**config.mk**
```make
export PLATFORM = sky130hd
export DESIGN_NAME = midi_tx_scheduler
export DESIGN_NICKNAME = d
export VERILOG_FILES = /design/src/rtl/midi_tx_scheduler.sv
export SDC_FILE = /design/constraint.sdc
export NUM_CORES = 1
export LEC_CHECK = 0
export CAP_MARGIN = 20
export CELL_PAD_IN_SITES_DETAIL_PLACEMENT = 1
export CELL_PAD_IN_SITES_GLOBAL_PLACEMENT = 1
export CORE_ASPECT_RATIO = 1.1
export CORE_MARGIN = 5
export CORE_UTILIZATION = 36
export DETAILED_ROUTE_END_ITERATION = 7
export PLACE_DENSITY_LB_ADDON = 0.2
export SLEW_MARGIN = 5
export SYNTH_ARGS = -nofsm -noshare
export SYNTH_HDL_FRONTEND = slang
export SYNTH_SLANG_ARGS = --single-unit
export TNS_END_PERCENT = 20
```
**constraint.sdc**
```tcl
create_clock -name clk -period 7.4 [get_ports clk]
set_clock_uncertainty 0.1 [all_clocks]
set_input_delay 0.74 -clock clk [delete_from_list [all_inputs] [get_ports clk]]
set_output_delay 0.74 -clock clk [all_outputs]
set_load 0.02 [all_outputs]
```
**src/rtl/midi_tx_scheduler.sv**
```systemverilog
// Round-robin scheduler that shares one MIDI UART transmitter between N_REQ message sources.
// It latches a 3-byte message, then sends it byte by byte under uart_ready, with optional running status.
module midi_tx_scheduler #(
    parameter int N_REQ          = 4,
    parameter bit RUNNING_STATUS = 1'b1,
    parameter int RS_REFRESH     = 16
) (
    input  logic               clk,
    input  logic               rst,
    input  logic [N_REQ-1:0]   req,
    input  logic [8*N_REQ-1:0] status_in,
    input  logic [8*N_REQ-1:0] data1_in,
    input  logic [8*N_REQ-1:0] data2_in,
    output logic [N_REQ-1:0]   grant_ack,
    output logic [7:0]         midi_byte,
    output logic               midi_send,
    input  logic               uart_ready,
    output logic               busy
);

    localparam int PW = (N_REQ > 1) ? $clog2(N_REQ) : 1;

    typedef enum logic [2:0] {IDLE, S_STAT, S_D1, S_D2, GAP} state_t;

    state_t           r_state, w_state_n;
    state_t           r_ret, w_ret_n;
    logic [PW-1:0]    r_ptr, w_ptr_n;
    logic [7:0]       r_stat, w_stat_n;
    logic [7:0]       r_d1, w_d1_n;
    logic [7:0]       r_d2, w_d2_n;
    logic [7:0]       r_last_stat, w_last_stat_n;
    logic             r_ls_valid, w_ls_valid_n;
    logic [7:0]       r_rs_cnt, w_rs_cnt_n;
    logic [N_REQ-1:0] r_grant_ack, w_grant_ack_n;
    logic [7:0]       r_midi_byte, w_midi_byte_n;
    logic             r_midi_send, w_midi_send_n;
    logic             r_busy, w_busy_n;

    logic [7:0]       w_stat_arr [N_REQ];
    logic [7:0]       w_d1_arr   [N_REQ];
    logic [7:0]       w_d2_arr   [N_REQ];
    logic             w_found;
    logic [PW-1:0]    w_sel;
    logic [PW-1:0]    w_idx;
    logic [7:0]       w_sel_stat;
    logic             w_skip;

    always_comb begin
        for (int i = 0; i < N_REQ; i++) begin
            w_stat_arr[i] = status_in[8*i +: 8];
            w_d1_arr[i]   = data1_in[8*i +: 8];
            w_d2_arr[i]   = data2_in[8*i +: 8];
        end
    end

    // Round-robin search: first set request strictly after the last granted index, wrapping.
    always_comb begin
        w_found = 1'b0;
        w_sel   = '0;
        w_idx   = '0;
        for (int k = 1; k <= N_REQ; k++) begin
            w_idx = PW'((int'(r_ptr) + k) % N_REQ);
            if (!w_found && req[w_idx]) begin
                w_found = 1'b1;
                w_sel   = w_idx;
            end
        end
    end

    assign w_sel_stat = w_stat_arr[w_sel] | 8'h80;
    assign w_skip     = RUNNING_STATUS && r_ls_valid && (w_sel_stat == r_last_stat)
                        && (r_rs_cnt < 8'(RS_REFRESH));

    // NOTE: every variable gets its default before the case, so no path can infer a latch.
    always_comb begin
        w_state_n     = r_state;
        w_ret_n       = r_ret;
        w_ptr_n       = r_ptr;
        w_stat_n      = r_stat;
        w_d1_n        = r_d1;
        w_d2_n        = r_d2;
        w_last_stat_n = r_last_stat;
        w_ls_valid_n  = r_ls_valid;
        w_rs_cnt_n    = r_rs_cnt;
        w_grant_ack_n = '0;
        w_midi_byte_n = r_midi_byte;
        w_midi_send_n = 1'b0;
        w_busy_n      = r_busy;

        unique case (r_state)
            IDLE: begin
                w_busy_n = 1'b0;
                if (w_found) begin
                    w_stat_n              = w_sel_stat;
                    w_d1_n                = w_d1_arr[w_sel] & 8'h7F;
                    w_d2_n                = w_d2_arr[w_sel] & 8'h7F;
                    w_ptr_n               = w_sel;
                    w_grant_ack_n[w_sel]  = 1'b1;
                    w_busy_n              = 1'b1;
                    if (w_skip) begin
                        w_state_n  = S_D1;
                        w_rs_cnt_n = (r_rs_cnt == 8'hFF) ? r_rs_cnt : r_rs_cnt + 8'd1;
                    end else begin
                        w_state_n  = S_STAT;
                    end
                end
            end
            S_STAT: begin
                if (uart_ready) begin
                    w_midi_byte_n = r_stat;
                    w_midi_send_n = 1'b1;
                    w_last_stat_n = r_stat;
                    w_ls_valid_n  = 1'b1;
                    w_rs_cnt_n    = 8'd0;
                    w_ret_n       = S_D1;
                    w_state_n     = GAP;
                end
            end
            S_D1: begin
                if (uart_ready) begin
                    w_midi_byte_n = r_d1;
                    w_midi_send_n = 1'b1;
                    w_ret_n       = S_D2;
                    w_state_n     = GAP;
                end
            end
            S_D2: begin
                if (uart_ready) begin
                    w_midi_byte_n = r_d2;
                    w_midi_send_n = 1'b1;
                    w_ret_n       = IDLE;
                    w_state_n     = GAP;
                end
            end
            GAP: begin
                // One dead cycle after each strobe so a stale uart_ready cannot double-fire.
                w_state_n = r_ret;
                if (r_ret == IDLE) w_busy_n = 1'b0;
            end
            default: w_state_n = IDLE;
        endcase
    end

    // NOTE: sequential state uses non-blocking assignments only, so all registers update together.
    always_ff @(posedge clk or posedge rst) begin
        if (rst) begin
            r_state     <= IDLE;
            r_ret       <= IDLE;
            r_ptr       <= PW'(N_REQ - 1);
            r_stat      <= 8'd0;
            r_d1        <= 8'd0;
            r_d2        <= 8'd0;
            r_last_stat <= 8'd0;
            r_ls_valid  <= 1'b0;
            r_rs_cnt    <= 8'd0;
            r_grant_ack <= '0;
            r_midi_byte <= 8'd0;
            r_midi_send <= 1'b0;
            r_busy      <= 1'b0;
        end else begin
            r_state     <= w_state_n;
            r_ret       <= w_ret_n;
            r_ptr       <= w_ptr_n;
            r_stat      <= w_stat_n;
            r_d1        <= w_d1_n;
            r_d2        <= w_d2_n;
            r_last_stat <= w_last_stat_n;
            r_ls_valid  <= w_ls_valid_n;
            r_rs_cnt    <= w_rs_cnt_n;
            r_grant_ack <= w_grant_ack_n;
            r_midi_byte <= w_midi_byte_n;
            r_midi_send <= w_midi_send_n;
            r_busy      <= w_busy_n;
        end
    end

    assign grant_ack = r_grant_ack;
    assign midi_byte = r_midi_byte;
    assign midi_send = r_midi_send;
    assign busy      = r_busy;

endmodule

```
## Word level (Yosys, flattened, before mapping)

Index checks and enable logic that the tools add are counted.

- Bits in registers: 61
- Output and inout bits: 14
- Input bits: 103

- $add $sub $neg: 5
- Eq/ne operators: 14
- Bitwise logic cells: 1
- Order comparisons: 8
- Muxes and demuxes: 51
- Reduce and logical (&&, ||, !) cells: 21

Operator list:

| operator | count |
|---|---|
| 8-bit 2-to-1 mux | 7 |
| 8-bit binary-select mux with 2-bit select | 3 |
| 7-bit 2-to-1 mux | 6 |
| 8-bit one-hot mux with 3 select lines | 1 |
| 3-bit one-hot mux with 3 select lines | 2 |
| 8-bit one-hot mux with 2 select lines | 1 |
| 2-bit by 3-bit less-than comparator with 1-bit output (second input constant) | 5 |
| 3-bit 2-to-1 mux | 5 |
| 2-bit != test (second input constant) | 7 |
| 1-bit 2-to-1 mux | 13 |
| 2-bit 2-to-1 mux | 5 |
| 8-bit by 1-bit adder with 8-bit output (second input constant) | 1 |
| 1-bit binary-select mux with 2-bit select | 4 |
| 8-bit == test | 1 |
| 8-bit == test (second input constant) | 1 |
| 8-bit by 5-bit less-than comparator with 1-bit output (second input constant) | 1 |
| 4-bit 2-to-1 mux | 2 |
| 2-bit AND reduction | 4 |
| 3-bit by 2-bit == test with 1-bit output (second input constant) | 2 |
| 1-bit logical AND | 6 |
| 3-bit zero test | 2 |
| 5-bit AND reduction | 1 |
| 2-bit by 1-bit adder with 2-bit output (second input constant) | 2 |
| 2-bit adder (second input constant) | 2 |
| other kinds (13) | 16 |

## Logic depth before layout (Yosys ltp)

Gate-level depths: netlist of run 1.

- Depth after elaboration: 23
- Depth in mapped cells: 12

## Least setup slack after synthesis of run 1

Ideal clock, no wire load.

- Kind: input to register
- From: input req[1]
- To: register r_rs_cnt[2]
- Arrival time: 3,187 ps
- Data required time: 7,180 ps
- Setup slack: 3,994 ps
- Cell stages on the path: 11
- Library setup time: 120 ps
- Cell sequence: o21a_1 o21ai_1 and2_1 buf_6 mux2_4 or4b_4 a31oi_2 nand3_2 or4_1 buf_2 a31o_1

- Cells in the longest elaborated chain, start to end: 21
- Elaborated cells on any way between the ends: 32
- Those cells by class: eq/ne: 3; mux: 19; bitwise: 1; reduce/logical: 9

RTL lines:

| item | line | RTL |
|---|---|---|
| start: declaration | 10 | `input logic [N_REQ-1:0] req,` |
| 1-bit binary-select mux with 2-bit select | 63 | `if (!w_found && req[w_idx]) begin` |
| 1-bit 2-to-1 mux (implied by the code) | 63 |  |
| 1-bit 2-to-1 mux | 63 |  |
| 1-bit zero test | 63 |  |
| 1-bit logical AND | 63 |  |
| 1-bit 2-to-1 mux | 63 |  |
| 1-bit zero test | 63 |  |
| 1-bit logical AND | 63 |  |
| (+4 left out) | -- |  |
| 2-bit NOT with 3-bit output (implied by the code) | 70 | `assign w_sel_stat = w_stat_arr[w_sel] \| 8'h80;` |
| 8-bit binary-select mux with 2-bit select | 70 |  |
| 7-bit 2-to-1 mux (implied by the code) (2 in a row) | 70 |  |
| 8-bit == test | 71 | `assign w_skip = RUNNING_STATUS && r_ls_valid && (w_sel_stat == r_last_stat)` |
| 1-bit logical AND | 71 |  |
| 1-bit logical AND | 72 | `&& (r_rs_cnt < 8'(RS_REFRESH));` |
| 2-bit != test (no source line) | -- |  |
| 5-bit AND reduction (no source line) * | -- |  |
| end signal: assignment | 169 | `r_rs_cnt <= w_rs_cnt_n;` |
| end: declaration | 33 | `logic [7:0] r_rs_cnt, w_rs_cnt_n;` |

Mark *: on every way between the ends. The rest lies on a longest branch, timed or not. The select of a mux whose other input is x is not followed.
A chain may end at the register's enable or synchronous reset.

## Final worst setup path of run 1

- From: input req[3]
- To: register r_rs_cnt[3]

The elaborated chain is that of the path after synthesis.

==> results.py, run 1 <==
metrics = {
    "outcome": {
        "run_status": "finished, final reports clean",
    },
    "finish": {
        "layout-area-overhead-vs-synth_pct": 40.6,
        "mostFrequentLayoutCells": "117 x nand2_1, 104 x clkdlybuf4s50_1, 58 x dfrtp_1",
        "finish.instance_area_sq_um": 4650,
        "utilization_pct": 52.1,
        "antennaDiodeCount": 0,
        "drive_above_1_share_pct": 9.92,
        "layout.cells.most_common": "nand2_1",
        "finish.net_count": 574,
    },
    "power": {
        "irDropWorstVdd_uv": 199,
        "power-per-cell-area_nw_per_um2": 372,
        "p_switching_mw": 0.715,
        "power.sequential.fraction_pct": 33.9,
        "leakage_nw": 2.02,
        "power.combinational.fraction_pct": 50.0,
        "p_sw_share_pct": 41.3,
        "power.clock.fraction_pct": 16.1,
        "total_power_mw": 1.73,
        "p_int_mw": 1.02,
    },
    "yosys": {
        "synth_cell_types": 44,
        "synthesis.yosys.warnings": 0,
        "synth-seq-cells": 60,
        "yosys.area.top_type_share_pct": 43.9,
        "syn-num-nets": 479,
        "synth_seq_area_share_pct": 45.5,
        "number_of_synthesized_flops_with_an_enable_pin": 0,
        "synth_largest_area_cell": "dfrtp_1",
        "post_synth.cell_area_avg_sq_um": 8.82,
        "syn-instance-count": 375,
        "asyncSetResetFlopFracSynth_pct": 100,
        "synth-main-ff-cell": "dfrtp_1",
        "netlist_top_cells_area": "dfrtp_1 44%, nand2_1 13%, o21ai_0 7.3%",
        "synth_area_sq_um": 3310,
    },
    "grt": {
        "first_global_vias": 3237,
        "initial_antenna_violation_count": 0,
        "met1_usage_pct": 22.8,
        "globalRouteTotalUtil_pct": 18.0,
        "first_pass_grt_wire_length_um": 16100,
        "grt_start_max_net_pins": 61,
        "globalRoute.totalOverflow": 0,
        "grt_use_met3_pct": 4.29,
        "busiest_layer": "met2",
        "globalRouteMet2Util_pct": 29.4,
    },
    "route": {
        "first_pass_iters": 4,
        "drt_first_iter_violations": 86,
        "wl_per_cell_um": 16.1,
        "drc_errors_left": 0,
        "drt_wl_total_um": 9490,
        "vias_per_cell": 5.08,
        "num_vias": 2989,
        "antenna_violating_nets_post_route": 0,
    },
    "critical_path": {
        "r2r-start": "r_ptr[1]",
        "timing.critical_path.max_delay_family": "simple AND/OR/NAND/NOR gates",
        "timing.critical_path.slowest_cell_delay_ns": 0.78,
        "timing.setup.critical_path_class": "in2reg",
        "timing.critical_path.arrival_ns": 4.63,
        "slowest_stage": "and2_2",
        "rrSetupSlack_ns": 3.37,
        "cp_launch_point": "req[3]",
        "worstPathCellList": "clkdlybuf4s50_1 -> nand2_1 -> a31oi_1 -> and2_2 -> mux2_4 -> or4b_4 -> a31oi_2 -> nand3_2 -> or4_1 -> a31o_1",
        "worst-r2r-cell-count": 9,
        "startpoint_type": "input port",
        "required_ns": 7.52,
        "r2r-end": "r_rs_cnt[3]",
        "maximum_fanout_encountered_on_the_critical_timing_path": 41,
        "timing.critical_path.to_type": "register",
        "count_of_cell_instances_traversed_by_the_critical_path": 10,
        "critical_path.endpoint": "r_rs_cnt[3]",
        "cp.buffers_inverters": 1,
    },
    "floorplanning": {
        "die_x_um": 101,
        "ios": 117,
        "floorplan.die.height_um": 111,
        "starting_utilization_of_the_core_area_pct": 37.1,
        "std_cell_rows": 36,
        "die_area_sq_um": 11200,
        "floorplan.core_area_sq_um": 8920,
    },
    "place": {
        "place_area_sq_um": 4440,
        "hpwlAfterDp_um": 7010,
        "port_buffers": 104,
        "place_ws_ns": 2.46,
        "finalWeightedCongestion": 0.752,
    },
    "cts": {
        "cts_resized": 0,
        "cts_root_buffer": "clkbuf_8",
        "ctsLongestPathBuffers": 2,
        "cts_max_level": 3,
        "cts.reportedPaths.clkPinSlew_ns": 0.06,
        "cts_made_buffers": 9,
        "clock-sinks": 60,
        "tritoncts_clock_tree": "built",
        "worstSkewPairLatency_ns": 0.33,
        "cts-hold-fix-buffers": 0,
        "postCtsSetupRepairBufs": 0,
    },
    "sta": {
        "final.setup.worst_slack_ns": 2.90,
        "setup_repair_after_global_routing_missed_its_margin": "false",
        "setup-violations-final": 0,
        "max_freq_mhz": 222,
        "worst_slew_pin_slew_ns": 0.949,
        "min_period_ns": 4.50,
        "finalMaxSlewViolations": 0,
        "setup_total_negative_slack_ns": 0,
        "layout_worst_path_cycle_share_pct": 60.9,
        "slew_headroom_pct": 36.6,
        "finalHoldViolCount": 0,
    },
    "flow_run": {
        "max-cap-violations": 0,
    },
    "worst_hold_path": {
        "holdCritPathClass": "reg2reg",
        "holdCritStartpoint": "r_d2[0]",
    },
}
[power by group through the flow]
stage	Combinational [mW]	Sequential, mW	Clock (mW)
final	0.865	0.588	0.278
after global routing	0.970	0.607	0.306
after CTS	0.869	0.590	0.288
after detailed placement	0.860	0.593	0
after global placement	0.833	0.584	0
after floorplan	0.581	0.583	0
[routing by layer]
metal	routed length, um	part of all wire, %
met3	484	5.1
met2	4810	51
met1	4030	43
met5	0	0
met4	157	1.7
[synth_stat cells (2+ instances only)]
library cell,n
nand2_1,117
dfrtp_1,58
o21ai_0,48
mux2i_1,20
clkbuf_1,19
nand3_1,18
mux2_2,15
nor2_1,7
nor3_1,5
a21oi_1,4
inv_1,4
nand2b_1,4
nor2b_1,4
xnor2_1,4
and3_1,3
buf_2,3
mux4_2,3
o41ai_1,3
a31o_1,2
a31oi_1,2
a32oi_1,2
and2_1,2
dfstp_2,2
nand3b_1,2
nor3b_1,2
o21ai_1,2
or4_1,2
xor2_1,2
[layout make-up]
class / count / area, sq um
inverter: 4 / 15.0
tap: 114 / 143
multi-input combinational: 287 / 1720
timing repair buffer: 108 / 1080
sequential: 60 / 1500
clock inverter: 1 / 5.00
fill: 1043 / 4270
clock buffer: 14 / 183
[worst register-to-register path, cell delays in order, from the launching register on]
cell and delay, ns:
dfstp_2 0.58, nand2_1 0.07, a31oi_1 0.21, and2_2 0.78, mux2_4 0.37, or4b_4 0.48
a31oi_2 0.24, nand3_2 0.15, or4_1 0.65, a31o_1 0.28
[worst min path at each step]
stage / end / slack (ns) / depth (start not counted)
floorplan: r_ls_valid / 0.33 / 1
global placement: r_ls_valid / 0.36 / 1
detailed placement: r_d1[2] / 0.37 / 2
CTS: r_d1[2] / 0.39 / 2
global route: r_d1[2] / 0.41 / 2
finish: r_d2[0] / 0.38 / 2
[through the flow]
step	cells	hold WS, ns
after floorplan	375	0.335
after global placement	571	0.356
after detailed placement	571	0.371
after CTS	586	0.385
after global routing	588	0.407
final	588	0.384
[cells by family (layout without fill, tap and decap cells)]
logic type | count (synthesis) | after routing | share of synthesized area [%]
buffers and inverters | 28 | 127 | 3.52
and+or+nand+nor | 173 | 173 | 23.4
adders and majority gates | 1 | 1 | 0.378
muxes | 39 | 39 | 13.7
AOI/OAI and AO/OA | 68 | 68 | 12.0
DFF | 60 | 60 | 45.5
xor gates and xnor gates | 6 | 6 | 1.59
[flip-flops by register name, summed over array words and instances (netlist names)]
name and count:
midi_byte 8, r_stat 8, r_rs_cnt 8, midi_send 1
r_ret 2, grant_ack 4, r_ls_valid 1, r_last_stat 8
busy 1, r_d1 7, r_state 3, r_d2 7
r_ptr 2
Power figures use the tool's default switching activity.
==> run 2, diff against run 1 <==
--- a/config.mk
+++ b/config.mk
@@ -10,7 +10,7 @@
 export CELL_PAD_IN_SITES_GLOBAL_PLACEMENT = 1
 export CORE_ASPECT_RATIO = 1.1
 export CORE_MARGIN = 5
-export CORE_UTILIZATION = 36
+export CORE_UTILIZATION = 33
 export DETAILED_ROUTE_END_ITERATION = 7
 export PLACE_DENSITY_LB_ADDON = 0.2
 export SLEW_MARGIN = 5
==> constraint.sdc (replaced) <==
create_clock -name clk -period 4.6 [get_ports clk]
set_clock_uncertainty 0.1 [all_clocks]
set_input_delay 0.46 -clock clk [delete_from_list [all_inputs] [get_ports clk]]
set_output_delay 0.46 -clock clk [all_outputs]
set_load 0.02 [all_outputs]
==> run 2 against run 1 <==
Combinational power is 61% higher. Flip-flop and latch count stayed put. Routed wire length is 0.20% higher. First-iteration DRC count is 21% higher. Sequential share of layout area is 0.42 points lower. Power is 66% higher. Setup slack worse by 2.0 ns. Design area is 1.3% higher. Non-clock buffer count is 3 higher. Worst hold slack worse by 0.0072 ns. Global-route usage is 1.6 points lower. Largest power group unchanged. Highest routed layer unchanged.
==> results.py, run 2 (synthesis results as in run 1) <==
metrics = {
    "outcome": {
        "run_status": "finished, final reports clean",
    },
    "sta": {
        "setup-violations-final": 0,
        "min_period_ns": 3.75,
        "final.setup.worst_slack_ns": 0.855,
        "finalMaxSlewViolations": 0,
        "slew_headroom_pct": 48.3,
        "max_freq_mhz": 267,
        "finalHoldViolCount": 0,
        "worst_slew_pin_slew_ns": 0.773,
        "layout_worst_path_cycle_share_pct": 81.4,
        "setup_total_negative_slack_ns": 0,
        "hold_slack_ns": 0.376,
        "setup_repair_after_global_routing_missed_its_margin": "false",
    },
    "critical_path": {
        "slowest_stage": "or4_1",
        "startpoint_type": "input port",
        "cp.buffers_inverters": 1,
        "r2r-start": "r_ptr[1]",
        "worst-r2r-cell-count": 10,
        "worstPathCellList": "clkdlybuf4s50_1 -> nor2b_1 -> a21oi_1 -> o221ai_4 -> mux4_2 -> xor2_1 -> a31oi_2 -> nand3_2 -> or4_1 -> a31o_1",
        "timing.critical_path.max_delay_family": "compound AO/OA/AOI/OAI gates",
        "count_of_cell_instances_traversed_by_the_critical_path": 10,
        "required_ns": 4.73,
        "timing.critical_path.arrival_ns": 3.87,
        "timing.critical_path.slowest_cell_delay_ns": 0.64,
        "timing.critical_path.to_type": "register",
        "cp_launch_point": "req[3]",
        "maximum_fanout_encountered_on_the_critical_timing_path": 12,
        "timing.setup.critical_path_class": "in2reg",
    },
    "cts": {
        "postCtsSetupRepairBufs": 0,
        "tritoncts_clock_tree": "built",
        "cts-hold-fix-buffers": 0,
        "clock-sinks": 60,
        "ctsLongestPathBuffers": 2,
        "cts_resized": 0,
        "cts.reportedPaths.clkPinSlew_ns": 0.07,
        "cts_max_level": 3,
        "cts_root_buffer": "clkbuf_8",
        "cts_made_buffers": 9,
        "worstSkewPairLatency_ns": 0.33,
    },
    "worst_hold_path": {
        "holdCritStartpoint": "r_ls_valid",
        "holdCritPathClass": "reg2reg",
        "min_path_cells": 1,
    },
    "route": {
        "first_pass_iters": 4,
        "drt_wl_total_um": 9510,
        "num_vias": 2984,
        "wl_per_cell_um": 15.9,
        "vias_per_cell": 5.00,
        "drc_errors_left": 0,
        "antenna_violating_nets_post_route": 0,
        "drt_first_iter_violations": 104,
    },
    "power": {
        "leakage_nw": 2.04,
        "p_sw_share_pct": 40.0,
        "power.sequential.fraction_pct": 32.9,
        "power.combinational.fraction_pct": 48.5,
        "irDropWorstVdd_uv": 302,
        "p_switching_mw": 1.15,
        "power-per-cell-area_nw_per_um2": 610,
        "power.clock.fraction_pct": 18.7,
        "p_int_mw": 1.73,
    },
    "finish": {
        "antennaDiodeCount": 0,
        "drive_above_1_share_pct": 10.5,
        "layout-area-overhead-vs-synth_pct": 42.5,
        "finish.net_count": 577,
        "layoutNonFillerInstCount": 597,
        "filler_cell_count_in_the_final_layout": 1143,
        "layout.cells.most_common": "nand2_1",
        "mostFrequentLayoutCells": "117 x nand2_1, 104 x clkdlybuf4s50_1, 58 x dfrtp_1",
    },
    "place": {
        "hpwlAfterDp_um": 7290,
        "port_buffers": 104,
        "post-place-cells": 580,
        "place_ws_ns": 0.468,
        "finalWeightedCongestion": 0.764,
    },
    "floorplanning": {
        "ios": 117,
        "die_x_um": 105,
        "starting_utilization_of_the_core_area_pct": 33.6,
        "floorplan.core_area_sq_um": 9840,
        "floorplan.die.height_um": 115,
        "std_cell_rows": 38,
        "die_area_sq_um": 12100,
    },
    "flow_run": {
        "max-cap-violations": 0,
    },
    "grt": {
        "initial_antenna_violation_count": 0,
        "first_pass_grt_wire_length_um": 16000,
        "grt_start_max_net_pins": 51,
        "globalRoute.totalOverflow": 0,
        "first_global_vias": 3286,
        "globalRouteTotalUtil_pct": 16.4,
    },
}
-- run 2: cell types whose count changed in the layout (fill, tap and decap cells not counted), sizes merged --
cell	delta
bufinv	+2
clkinvlp	+1
clkbuf	-3
buf	+3
-- run 2: area by class of cell --
cell class | instances | area, sq um | share of cell area (%)
Sequential cell | 60 | 1500 | 31.9
Inverter | 4 | 15.0 | 0.319
Tap cell | 120 | 150 | 3.19
Timing Repair Buffer | 111 | 1110 | 23.6
Clock buffer | 11 | 151 | 3.21
Multi-Input combinational cell | 287 | 1710 | 36.2
Clock inverter | 4 | 72.6 | 1.54
-- run 2: worst paths after layout --
path / to / slack (ns)
max in group asynchronous: r_d2[2] / 3.11
min reg2reg: r_ls_valid / 0.38
max: r_rs_cnt[3] / 0.85
max reg2reg: r_rs_cnt[3] / 1.05
min: r_ls_valid / 0.38
min in group asynchronous: r_last_stat[5] / 0.43
-- run 2: metal layers --
metal / wire length (um) / GRT usage (%) / up-vias
met5: 0 / 0 / -
met4: 144 / 5.34 / 0
met3: 561 / 5.17 / 10
met2: 4800 / 28.0 / 76
met1: 4000 / 19.7 / 1413
li1: - / - / 1485
-- run 2: power by group through the flow --
stage / logic [mW] / registers [mW] / clock network, mW
2_1_floorplan: 0.935 / 0.937 / 0
3_3_place_gp: 1.35 / 0.943 / 0
3_5_place_dp: 1.39 / 0.959 / 0
4_1_cts: 1.40 / 0.950 / 0.550
5_1_grt: 1.57 / 0.976 / 0.574
6_report: 1.39 / 0.946 / 0.537
-- run 2: through the flow --
step	area, sq um	power, mW	util, %
finish	4710	2.88	47.9
global route	4710	3.12	47.9
CTS	4680	2.89	47.5
detailed placement	4450	2.35	45.2
global placement	4450	2.29	45.2
floorplan	3310	1.87	-
